--- src/rtl/ram_writer.sv ---
// Packs received UART bytes MSB-first into RAM words and streams them
// into the frame RAM at linearly increasing, wrapping word addresses.
module ram_writer #(
   parameter  int RAM_WIDTH    = 32,
   parameter  int RAM_DEPTH    = (480*360*24)/RAM_WIDTH,
   localparam int ADDRESS_BITS = $clog2(RAM_DEPTH)
) (
   input  logic                    clk,
   input  logic                    rst,
   input  logic [7:0]              rx_data,
   input  logic                    rx_valid,
   input  logic                    frame_start,
   output logic                    we,
   output logic [ADDRESS_BITS-1:0] address,
   output logic [RAM_WIDTH-1:0]    data_out,
   output logic                    frame_done,
   output logic                    busy
);

   localparam int BPW   = RAM_WIDTH/8;
   localparam int CNT_W = (BPW > 1) ? $clog2(BPW) : 1;
   localparam logic [CNT_W-1:0]        LAST_CNT  = CNT_W'(BPW-1);
   localparam logic [ADDRESS_BITS-1:0] LAST_ADDR = ADDRESS_BITS'(RAM_DEPTH-1);

   typedef enum logic [1:0] {
      IDLE,
      COLLECT,
      WRITE
   } state_t;

   state_t                  r_state;
   logic [CNT_W-1:0]        r_cnt;
   logic [RAM_WIDTH-1:0]    r_shift;
   logic [RAM_WIDTH-1:0]    r_data;
   logic [ADDRESS_BITS-1:0] r_addr;
   logic                    r_done;

   logic [RAM_WIDTH-1:0]    w_packed;
   logic [RAM_WIDTH-1:0]    w_first;
   logic                    w_last;
   logic                    w_wrap;

   // Stale upper bytes of r_shift fall off the top before a word completes.
   assign w_packed = (r_shift << 8) | RAM_WIDTH'(rx_data);
   assign w_first  = RAM_WIDTH'(rx_data);
   assign w_last   = (r_cnt == LAST_CNT);
   assign w_wrap   = (r_addr == LAST_ADDR);

   always_ff @(posedge clk or posedge rst) begin
      if (rst) begin
         r_state <= IDLE;
         r_cnt   <= '0;
         r_shift <= '0;
         r_data  <= '0;
         r_addr  <= '0;
         r_done  <= 1'b0;
      end else begin
         r_done <= 1'b0;
         if (frame_start) begin
            // A write in flight still uses r_addr this cycle.
            r_addr <= '0;
            if (rx_valid) begin
               r_shift <= w_first;
               if (BPW == 1) begin
                  r_data  <= w_first;
                  r_cnt   <= '0;
                  r_state <= WRITE;
               end else begin
                  r_cnt   <= CNT_W'(1);
                  r_state <= COLLECT;
               end
            end else begin
               r_shift <= '0;
               r_cnt   <= '0;
               r_state <= IDLE;
            end
         end else begin
            if (r_state == WRITE) begin
               r_addr <= w_wrap ? '0 : r_addr + ADDRESS_BITS'(1);
               r_done <= w_wrap;
            end
            if (rx_valid) begin
               r_shift <= w_packed;
               if (w_last) begin
                  r_data  <= w_packed;
                  r_cnt   <= '0;
                  r_state <= WRITE;
               end else begin
                  r_cnt   <= r_cnt + CNT_W'(1);
                  r_state <= COLLECT;
               end
            end else if (r_state == WRITE) begin
               r_state <= IDLE;
            end
         end
      end
   end

   assign we         = (r_state == WRITE);
   assign address    = r_addr;
   assign data_out   = r_data;
   assign frame_done = r_done;
   assign busy       = (r_state != IDLE);

endmodule

--- config.mk ---
export PLATFORM = sky130hd
export DESIGN_NAME = ram_writer
export DESIGN_NICKNAME = d
export VERILOG_FILES = /design/src/rtl/ram_writer.sv
export SDC_FILE = /design/constraint.sdc
export NUM_CORES = 1
export LEC_CHECK = 0
export CAP_MARGIN = 10
export CORE_UTILIZATION = 46
export CTS_CLUSTER_DIAMETER = 50
export DETAILED_ROUTE_END_ITERATION = 8
export GPL_TIMING_DRIVEN = 0
export PLACE_DENSITY_LB_ADDON = 0.15
export SLEW_MARGIN = 20
export SYNTH_ARGS = -nofsm -noshare
export SYNTH_HDL_FRONTEND = slang
export SYNTH_SLANG_ARGS = --single-unit
--- constraint.sdc ---
create_clock -name clk -period 2.4 [get_ports clk]
set_input_delay 0.36 -clock clk [delete_from_list [all_inputs] [get_ports clk]]
set_output_delay 0.36 -clock clk [all_outputs]
set_load 0.1 [all_outputs]
Word level (Yosys, flattened, before mapping)

Index checks and enable logic that the tools add are counted.
Widths: inputs -> output; s select.

Register bits: 78
Bits in latches: 0
Bits in writable memories: 0
ROM bits: 0
Output and inout port bits: 52
Logic and storage cells: 34
Memories kept: 0

$add $sub $neg: 2
Multipliers: 0
Divide/modulo/power cells: 0
Magnitude comparators: 0
Equal/unequal tests: 3
Shift operators: 0
Muxes and demuxes: 16
Bitwise gates (word level): 2
Reductions and logical operators: 5

Operators with widths:

| operator              | number |
|---|---|
| $mux 17               | 3 |
| $mux 24               | 2 |
| $or 32x8->32          | 1 |
| $add 17x1->17 const B | 1 |
| $eq 17x17->1 const B  | 1 |
| $mux 2                | 7 |
| $mux 8                | 1 |
| $reduce_bool 2->1     | 3 |
| $eq 2x2->1 const B    | 2 |
| $mux 1                | 3 |
| $reduce_and 3->1      | 1 |
| $reduce_bool 3->1     | 1 |
| $add 2x1->2 const B   | 1 |
| $not 1->1             | 1 |

Depth between registers and ports, before layout

Gate-level depths: netlist of run 1.

Depth in word-level cells: 4
Depth in mapped cells: 6

Worst setup path before layout of run 1

OpenSTA, ideal clock, no wires.

Kind: register to register
Start point: register r_addr[0] (netlist: address[0])
End point: register r_addr[11] (netlist: address[11])
Arrival time: 2.184 ns
Data required time: 2.270 ns
Setup slack: 0.086 ns
Stages on the path, launching flop included: 7
Path buffers: 1
Period minus slack after synthesis: 2.314 ns
Cells stage by stage: dfrtp_1 ha_1 nand4bb_1 or4_4 o21bai_4 buf_6 a21oi_1

Longest elaborated chain between the ends: 4
Elaborated cells between the ends (all ways): 5
Classes of those cells: 1 x add/sub; 1 x eq/ne; 3 x mux

RTL lines:

| element                                              | line   | source |
|---|---|---|
| start, declared                                      | 35     | `logic [ADDRESS_BITS-1:0] r_addr;` |
| start signal, assigned                               | 79     | `r_addr <= w_wrap ? '0 : r_addr + ADDRESS_BITS'(1);` |
| $add 17x1->17 / $eq 17x17->1 (equally long branches) | 79, 47 |  |
| $mux 17 *                                            | 79     |  |
| $mux 17 *                                            | 78     | `if (r_state == WRITE) begin` |
| $mux 17 *                                            | 59     | `if (frame_start) begin` |

Every way passes the cells marked *; elsewhere a longest branch is shown, timed or not. The select of a mux whose other input is x is not followed.
A chain may end at the register's enable or synchronous reset.

Worst setup path after layout of run 1

Start point: register r_addr[8] (netlist: address[8])
End point: output address[8]

RTL lines:

| element       | line | source |
|---|---|---|
| end, declared | 14   | `output logic [ADDRESS_BITS-1:0] address,` |

No word-level cell between the ends.

==> metrics.txt, run 1 <==
Required @ worst endpoint around 2.0 ns; Clk pwr share 0.281; via count 2313; All-Layer GR Usage 0.2016; final wirelength slightly below 7000 um; CTS tree yes; htree depth 3; Final Hold Vio Count 0; largest family of logic cells by synthesized area multiplexers; DR iter-0 viols 142; register area share after synthesis 0.5893; maxcap violations 0; clock root cell clkbuf_8; Die ar. 7543 sq um; chip height 86.85 um; Cell Rows 30; arrival time of the worst setup path 1.98 ns; Reg2Reg Setup Slack 0.57 ns; maximum VDD drop 0.5806 mV; Worst path top cell family by delay buffers and inverters; vias in the first global route about 2300; Die X 86.85 um; register area 1952 sq um; Yosys warning count 0; Simple-Gate Fraction of Synth Area 0.1326; grt total ovfl 0; Total Neg Setup Slack 0 ns; dominant cells by area after synthesis dfrtp_1 (59%), mux2_2 (11%), mux2i_1 (5.1%), nor2_1 (3.2%), nand2_1 (2.2%); core area approximately 6900 sq um; share of cells above drive strength 1 0.1829; clk sinks 78; Yosys top cell area share 0.5893; EDFF count, synth 0; Leak 0.001966 uW; Final Max Slew Viols 0; CTS clk-pin slew, worst paths 0.08 ns; worst slack, placed 0.1531 ns; sequential share of power 0.398; Cells after DPL 431; crit path time final 2.339 ns; Internal around 2300 uW; status completed; Worst path depth 1; io pins 64; Layout Nets 360; largest net degree at the start of global routing 55; area of the multi-input gates 1290 sq um; r2r endpoint address[11]$_DFFE_PP0P_; Net Switching 1483 uW; Yosys cell types 40; clk_lat worst skew 0.35 ns; Area Growth Syn to Fin 30.07%; Post-Synthesis Cells 271; RePlAce Congestion 0.7950; Power Total 3803 uW; # hold bufs at CTS 0; Post-Layout Cell Count 446; Net Count, Synth around 290; number of synthesized register bits 78; area fraction in compound gates after synthesis 0.06800; crit end category output pin; Remaining DRCs 0; final period utilization 0.9748; fraction of synthesized area in multiplexers 0.1602; first-pass GRT wire length 11430 um; Post-CTS Setup Bufs 0; combinational power share 0.320; Max Clock Skew 0.007559 ns; Hold Path Class in -> async; setup violators final 0; Slew headroom 0.3215; I/O Buffers 63; CP Launch Type flip-flop; maximum clock rate around 430 MHz; Crit Path Class reg -> out; Max Fanout on Critical Path 6; RR Startpoint address[0]$_DFFE_PP0P_; TritonRoute pass-1 iters 4; Syn Std Cell Area ~3300 sq um; Post-synth ARST share 1.000; hpwl dp around 4700 um; Worst path max stage delay 1.17 ns; drt wl/cell between 15 and 20 um; tightest hold margin 0.3338 ns; most frequent cells in the layout dfrtp_1 (78), clkdlybuf4s50_1 (59), mux2_2 (32), nor2_1 (28), nand2_1 (19); vias per cell 5.186; RSZ-0062 raised after global routing false; Synth Flop Type dfrtp_1; Adder-Cell Fraction of Synth Area 0.007556; fin worst setup slack 0.06056 ns; Antenna Nets Post-Route 0; Avg Inst Size Synth roughly 12 sq um; Sw Share 0.3899; TritonCTS Buffers 9; ant diodes 0; CTS Buffer Depth 2; cell taking the most area after synthesis dfrtp_1; Synth Area in XOR/XNOR 0.02116; Initial Util 0.4821; Buffers & Inverters on Critical Path 1; commonest non-fill, non-tap cell in the layout dfrtp_1; crit path from address[8]$_DFFE_PP0P_; Cell Pwr Density 882.7 nW/um^2; initial antenna violation count 0; R2R cell count 6; critical path cell sequence clkdlybuf4s50_1; Fill cells 571; Slew @ Worst Pin 1.015 ns; CP max-delay cell clkdlybuf4s50_1
[kinds of logic after synthesis]
family | after synthesis
adder cells (fa/ha/maj) | 2
flip-flops | 78
AND/OR/NAND/NOR | 84
XOR/XNOR | 8
AO/OA/AOI/OAI | 35
multiplexers | 49
buffers and inverters | 15
[through the flow]
step | utilization | instance area (sq um)
after global placement | 0.5914 | 4063
after global routing | 0.6271 | 4308
after floorplan | - | 3312
after CTS | 0.6262 | 4302
after detailed placement | 0.5958 | 4093
final | 0.6271 | 4308
[area by class of cell]
type | count | area share
flip-flops and latches | 78 | 0.4531
multi-input cells | 178 | 0.2994
repair buffers | 64 | 0.1536
clock buffers | 10 | 0.02963
well taps | 96 | 0.02788
clock inverters | 5 | 0.01946
plain buffers | 12 | 0.01365
inverters | 3 | 0.003195
[layer usage]
metal  part of all wire  wire (um)  GRT usage  up-vias
met2               0.44       3052     0.2906       42
met3              0.028        190    0.03223        9
met5                  0          0          0        -
met4              0.014         99    0.08636        0
li1                   -          -          -     1101
met1               0.51       3520     0.3018     1161
[power groups by stage]
stage | combinational (uW) | clock (uW) | sequential, uW
detailed placement | 1220 | 0 | 1540
global route | 1260 | 1140 | 1530
finish | 1220 | 1070 | 1510
floorplan | 193 | 0 | 2270
global placement | 1210 | 0 | 1540
CTS | 1220 | 1090 | 1520
[registers in the layout (all words and copies together), names as in the netlist]
| signal | cells |
|---|---|
| address | 17 |
| data_out | 32 |
| frame_done | 1 |
| r_cnt | 2 |
| r_shift | 24 |
| r_state | 2 |
[Yosys cell counts (2+ instances only)]
cell and instances:
nand3_1 3, nand2_1 19, mux2_2 32, nor2_2 2
clkbuf_1 5, o211ai_1 2, o31ai_1 4, buf_2 5
o2111ai_1 4, nand2b_1 8, a21oi_1 10, and2_1 2
or3_1 2, o21ai_0 12, nand4bb_1 2, and4_1 2
xor2_1 7, inv_1 2, nor2_1 28, ha_1 2
nand4_1 3, mux2i_1 17, or4_1 4, dfrtp_1 78
[worst max-delay path by stage]
| stage | endpoint | slack [ns] |
|---|---|---|
| 2_1_floorplan | address[0]$_DFFE_PP0P_ | 0.04 |
| 3_3_place_gp | data_out[0]$_DFFE_PP0P_ | -1.24 |
| 3_5_place_dp | we | 0.15 |
| 4_1_cts | address[3] | 0.02 |
| 5_1_grt | address[7] | 0.002 |
| 6_report | address[8] | 0.06 |
[repair_timing]
action                                  4_1_cts  5_1_grt
endpoints found under the setup margin        2        3
pin swaps                                     0        0
endpoints found under the hold margin         0        0
resized for setup                             2        3
Note: power is estimated with default switching activity, not from simulation.
==> run 2: changes to the inputs <==
- CORE_MARGIN: unset -> 2
==> run 2 against run 1 <==
  * Register-to-register slack improved by 0.02 ns
  * Via count rose by 1.4%
  * Utilization fell by 0.66 points
  * Sequential cell count did not move
  * Setup slack improved by 0.013 ns
  * Clock power fell by 17%
  * Critical path depth did not move
  * Non-clock buffer count did not move
  * Clock skew fell by 0.0020 ns
  * Power fell by 4.8%
  * Hold slack improved by 0.081 ns
  * Critical path type unchanged
==> metrics.txt, run 2 (synthesis results as in run 1) <==
vias per cell 5.246 (+1.2%); top routing layer used met4; Max Fanout on Critical Path 6 (unchanged); Required @ worst endpoint 2.04 ns (about the same); Slew headroom 0.3330 (+0.01145); setup violators final 0 (unchanged); CP Launch Type flip-flop; combinational power share 0.337 (+0.017); CP max-delay cell clkdlybuf4s50_1; R2R cell count 6 (unchanged); Slew @ Worst Pin 0.9974 ns (-0.01713 ns); Cell Pwr Density 848.8 nW/um^2 (-3.8%); share of cells above drive strength 1 0.1880 (+0.005177); maximum clock rate 429.8 MHz (+0.55%); clk sinks 78 (unchanged); Internal 2135 uW (-8.0%); RePlAce Congestion 0.8006 (+0.70%); Crit Path Class reg -> out; Sw Share 0.4101 (+0.02019); TritonCTS Buffers 9 (unchanged); All-Layer GR Usage 0.1877 (-0.01387); Area Growth Syn to Fin 28.71%; Worst path top cell family by delay buffers and inverters; Final Max Slew Viols 0 (unchanged); grt total ovfl 0 (unchanged); Buffers & Inverters on Critical Path 1 (unchanged); maximum VDD drop 0.6035 mV (+3.9%); ant diodes 0 (unchanged); Die X 88.85 um (+2.3%); critical path cell sequence clkdlybuf4s50_1; maxcap violations 0 (unchanged); Antenna Nets Post-Route 0 (unchanged); largest net degree at the start of global routing 42 (-24%); clk_lat worst skew 0.34 ns (about the same); initial antenna violation count 0 (unchanged); status completed; sequential share of power 0.418 (+0.020); met1 WL 3380 um (-4.0%); met2 wire len 3016 um (-1.2%); Net Switching 1484 uW (about the same); drt wl/cell 15.41 um (+0.17%); Placement Cell Area 4085 sq um (-0.18%); CTS tree yes; RSZ-0062 raised after global routing false; Core Util, Final 0.6206 (-0.006557); via count 2345 (+1.4%); CTS clk-pin slew, worst paths 0.08 ns (about the same); htree depth 3 (unchanged); Largest register FFs 32 (unchanged); Total Neg Setup Slack 0 ns (unchanged); first-pass GRT wire length 11200 um (-2.1%); commonest non-fill, non-tap cell in the layout dfrtp_1; Max Clock Skew 0.005521 ns (-0.002038 ns); most frequent cells in the layout dfrtp_1 (78), clkdlybuf4s50_1 (59), mux2_2 (32), nor2_1 (28), nand2_1 (19); CTS Buffer Depth 2 (unchanged); crit end category output pin; Worst path depth 1 (unchanged); io pins 64 (unchanged); Worst path max stage delay 1.17 ns (about the same); chip height 88.85 um (+2.3%); fin worst setup slack 0.07328 ns (+0.01273 ns); Final Hold Vio Count 0 (unchanged); post-route cell area 4263 sq um (-1.0%); Remaining DRCs 0 (unchanged); Cell Rows 30 (unchanged); Fill cells 582 (+1.9%); vias in the first global route 2244 (-0.44%); final wirelength 6890 um (+0.39%); # hold bufs at CTS 0 (unchanged); TritonRoute pass-1 iters 4 (unchanged); final period utilization 0.9695 (-0.005303); Leak 0.001956 uW (-0.51%); crit path time final 2.327 ns (-0.01273 ns); Layout Nets 360 (unchanged); hpwl dp 4794 um (+2.3%); worst slack, placed 0.1415 ns (-0.01161 ns); I/O Buffers 63 (unchanged); arrival time of the worst setup path 1.97 ns (about the same); met3 WL 360 um (+89%); core area 6869 sq um (unchanged); Die ar. 7894 sq um (+4.7%); DR iter-0 viols 82 (-42%); Clk pwr share 0.245 (-0.036); Hold Path Class in -> async; clock root cell clkbuf_8; Initial Util 0.4821 (unchanged)
-- run 2: cell type report --
cell class / count / area [sq um] / share of cell area
Clock buffer: 10 / 137.6 / 0.03229
Sequential cell: 78 / 1952 / 0.4579
Buffer: 12 / 58.81 / 0.01380
Tap cell: 96 / 120.1 / 0.02818
Inverter: 3 / 13.76 / 0.003229
Multi-Input combinational cell: 178 / 1290 / 0.3026
Timing Repair Buffer: 64 / 654.4 / 0.1535
Clock inverter: 6 / 36.28 / 0.008512
-- run 2: per-stage QoR --
stage	hold WS, ns	std cells	total power (uW)
2_1_floorplan	0.4727	271	2464
3_3_place_gp	0.4866	430	2749
3_5_place_dp	0.4914	431	2767
4_1_cts	0.4234	447	3652
5_1_grt	0.4483	447	3756
6_report	0.4152	447	3619
-- run 2: path summary, 6_finish.rpt --
kind                                       endpoint                      from  slack (ns)
max reg2reg                  address[4]$_DFFE_PP0P_    address[0]$_DFFE_PP0P_        0.59
max                                     address[10]   address[10]$_DFFE_PP0P_        0.07
max in group asynchronous    r_shift[2]$_DFFE_PP0P_                       rst        1.41
min in group clk           data_out[31]$_DFFE_PP0P_  data_out[31]$_DFFE_PP0P_        0.51
min reg2reg                data_out[31]$_DFFE_PP0P_  data_out[31]$_DFFE_PP0P_        0.51
min                        data_out[30]$_DFFE_PP0P_                       rst        0.42
-- run 2: routing by layer --
layer,vias to the layer above,GRT usage
met5,-,0
met4,0,0.07851
met3,11,0.04011
met2,66,0.2734
met1,1164,0.2728
li1,1104,-
-- run 2: power groups by stage --
| stage | registers (uW) | clock network [uW] | logic (uW) |
|---|---|---|---|
| floorplan | 2270 | 0 | 193 |
| global placement | 1530 | 0 | 1220 |
| detailed placement | 1540 | 0 | 1230 |
| CTS | 1510 | 909 | 1230 |
| global route | 1530 | 967 | 1260 |
| finish | 1510 | 887 | 1220 |
-- run 2: timing repair --
| item | in CTS | in global routing |
|---|---|---|
| setup endpoints to repair | 2 | 3 |
| buffers inserted | 0 | 0 |
| resized for setup | 2 | 3 |
| hold endpoints to repair | 0 | 0 |
==> run 3: changes to the inputs <==
- CORE_UTILIZATION: 46 -> 56
- CTS_BUF_LIST: unset -> sky130_fd_sc_hd__clkbuf_8
- clock period: 2.4 -> 3 ns (I/O delays scaled with it)
==> run 3 against run 2 <==
  * Combinational power decreased by 20%
  * Register-to-register slack improved by 0.60 ns
  * Final area increased by 0.41%
  * Non-clock buffer count unchanged
  * Hold slack improved by 0.0080 ns
  * Via count decreased by 2.1%
  * Sequential power decreased by 20%
  * Global-route usage increased by 3.2 points
  * Critical endpoint is now we
==> metrics.txt, run 3 (synthesis results as in run 1) <==
status completed; CTS tree yes; crit end category output pin; vias in the first global route 2194 (-2.2%); Layout Nets 360 (unchanged); Cell Pwr Density 707.4 nW/um^2 (-17%); maximum VDD drop 0.6294 mV (+4.3%); CP Launch Type flip-flop; Die X 80.91 um (-8.9%); maximum clock rate roughly 370 MHz; Final Hold Vio Count 0 (unchanged); Remaining DRCs 0 (unchanged); first-pass GRT wire length 10790 um (-3.6%); RSZ-0062 raised after global routing false; # hold bufs at CTS 0 (unchanged); Area Growth Syn to Fin 29.24%; Antenna Nets Post-Route 0 (unchanged); RePlAce Congestion 0.8313 (+3.8%); ant diodes 0 (unchanged); Max Clock Skew 0.006173 ns (+0.0006515 ns); final period utilization 0.9021; TritonCTS Buffers 9 (unchanged); share of cells above drive strength 1 0.1852 (-0.002849); Cells after DPL 410 (-4.9%); drt wl/cell 15.51 um (+0.65%); most frequent cells in the layout dfrtp_1 (78), clkdlybuf4s50_1 (63), mux2_2 (32), nor2_1 (28), nand2_1 (19); grt total ovfl 0 (unchanged); worst slack, placed 0.6616 ns (+0.5201 ns); fin worst setup slack 0.2937 ns (+0.2204 ns); largest net degree at the start of global routing 57 (+36%); RR Startpoint address[0]$_DFFE_PP0P_; commonest non-fill, non-tap cell in the layout dfrtp_1; Hold Path Class in -> async; area of the multi-input gates 1290 sq um (unchanged); crit path time final 2.706 ns; setup violators final 0 (unchanged); Die ar. 6546 sq um (-17%); Leak 0.001939 uW (-0.89%); htree depth 3 (unchanged); register area 1952 sq um (unchanged); tightest hold margin 0.4232 ns (+0.008003 ns); CTS clk-pin slew, worst paths 0.08 ns (about the same); Post-Layout Cell Count 426 (-4.7%); Crit Path Class reg -> out; Cell Rows 28 (-6.7%); io pins 64 (unchanged); DR iter-0 viols 113 (+38%); Core Util, Final 0.7360 (+0.1154); All-Layer GR Usage 0.2202 (+0.03250); vias per cell 5.390 (+2.7%); post-CTS sizing 0 (-2); core area 5816 sq um (-15%); Initial Util 0.5695 (+0.08734); via count 2296 (-2.1%); met1 WL 3223 um (-4.6%); hpwl dp 4541 um (-5.3%); Post-CTS Setup Bufs 0 (unchanged); Final Max Slew Viols 0 (unchanged); TritonRoute pass-1 iters 4 (unchanged); initial antenna violation count 0 (unchanged); Required @ worst endpoint 2.55 ns (+0.51 ns); clk_lat worst skew 0.34 ns (about the same); Slew @ Worst Pin 0.9801 ns (-0.01732 ns); top routing layer used met4; met3 WL 211 um (-41%); arrival time of the worst setup path 2.26 ns (+0.29 ns); CTS Buffer Depth 2 (unchanged); final wirelength 6609 um (-4.1%); Max Fanout on Critical Path 10 (+4); crit path from r_state[0]$_DFFE_PP0P_; I/O Buffers 63 (unchanged); Total Neg Setup Slack 0 ns (unchanged); clk sinks 78 (unchanged); Largest register FFs 32 (unchanged); met2 wire len 3055 um (+1.3%); chip height 80.91 um (-8.9%); Slew headroom 0.3445 (+0.01158); Fill cells 428 (-26%); clock root cell clkbuf_8; maxcap violations 0 (unchanged)
==> run 3: cell types whose count changed in the layout (fill, tap and decap cells not counted), sizes merged <==
cell and change:
clkinv -1, dlymetal6s2s -2, clkbuf -1, bufinv +2, clkdlybuf4s50 +4, dlygate4sd2 -1, clkdlybuf4s15 -1
==> run 3: stage by stage <==
step                      cell area (sq um)  total power (uW)
after floorplan                        3312              1971
after global placement                 4036              2194
after detailed placement               4066              2210
after CTS                              4280              3050
after global routing                   4280              3138
final                                  4280              3028
==> run 3: final timing paths <==
kind / slack (ns) / cells after the start / endpoint
worst max-delay path: 0.29 / 3 / we
worst min-delay path: 0.42 / 2 / r_shift[9]$_DFFE_PP0P_
worst max register to register: 1.19 / 6 / address[9]$_DFFE_PP0P_
worst min register to register: 0.51 / 1 / data_out[6]$_DFFE_PP0P_
max in group asynchronous: 2.02 / 3 / data_out[6]$_DFFE_PP0P_
min in group clk: 0.51 / 1 / data_out[6]$_DFFE_PP0P_
==> run 3: critical path, cell delays in order (launching register included) <==
cell and delay [ns]:
dfrtp_1 0.41, nand2b_4 0.19, inv_2 0.16, clkdlybuf4s50_1 1.16
==> run 3: power breakdown <==
group	switching (uW)	internal [uW]
registers	60.1	1150
clock network	377	464
logic	737	238
==> run 3: layer usage <==
layer | track usage | vias up
met4 | 0.1034 | 0
met1 | 0.3201 | 1137
met5 | 0 | -
met2 | 0.3240 | 50
li1 | - | 1099
met3 | 0.03778 | 10
==> run 3: layout make-up <==
class / count / share of cell area
clock buffer: 9 / 0.02894
clock inverter: 7 / 0.02105
multi-input combinational: 178 / 0.3014
tap: 75 / 0.02192
sequential: 78 / 0.4560
timing repair buffer: 64 / 0.1538
inverter: 3 / 0.003215
buffer: 12 / 0.01374
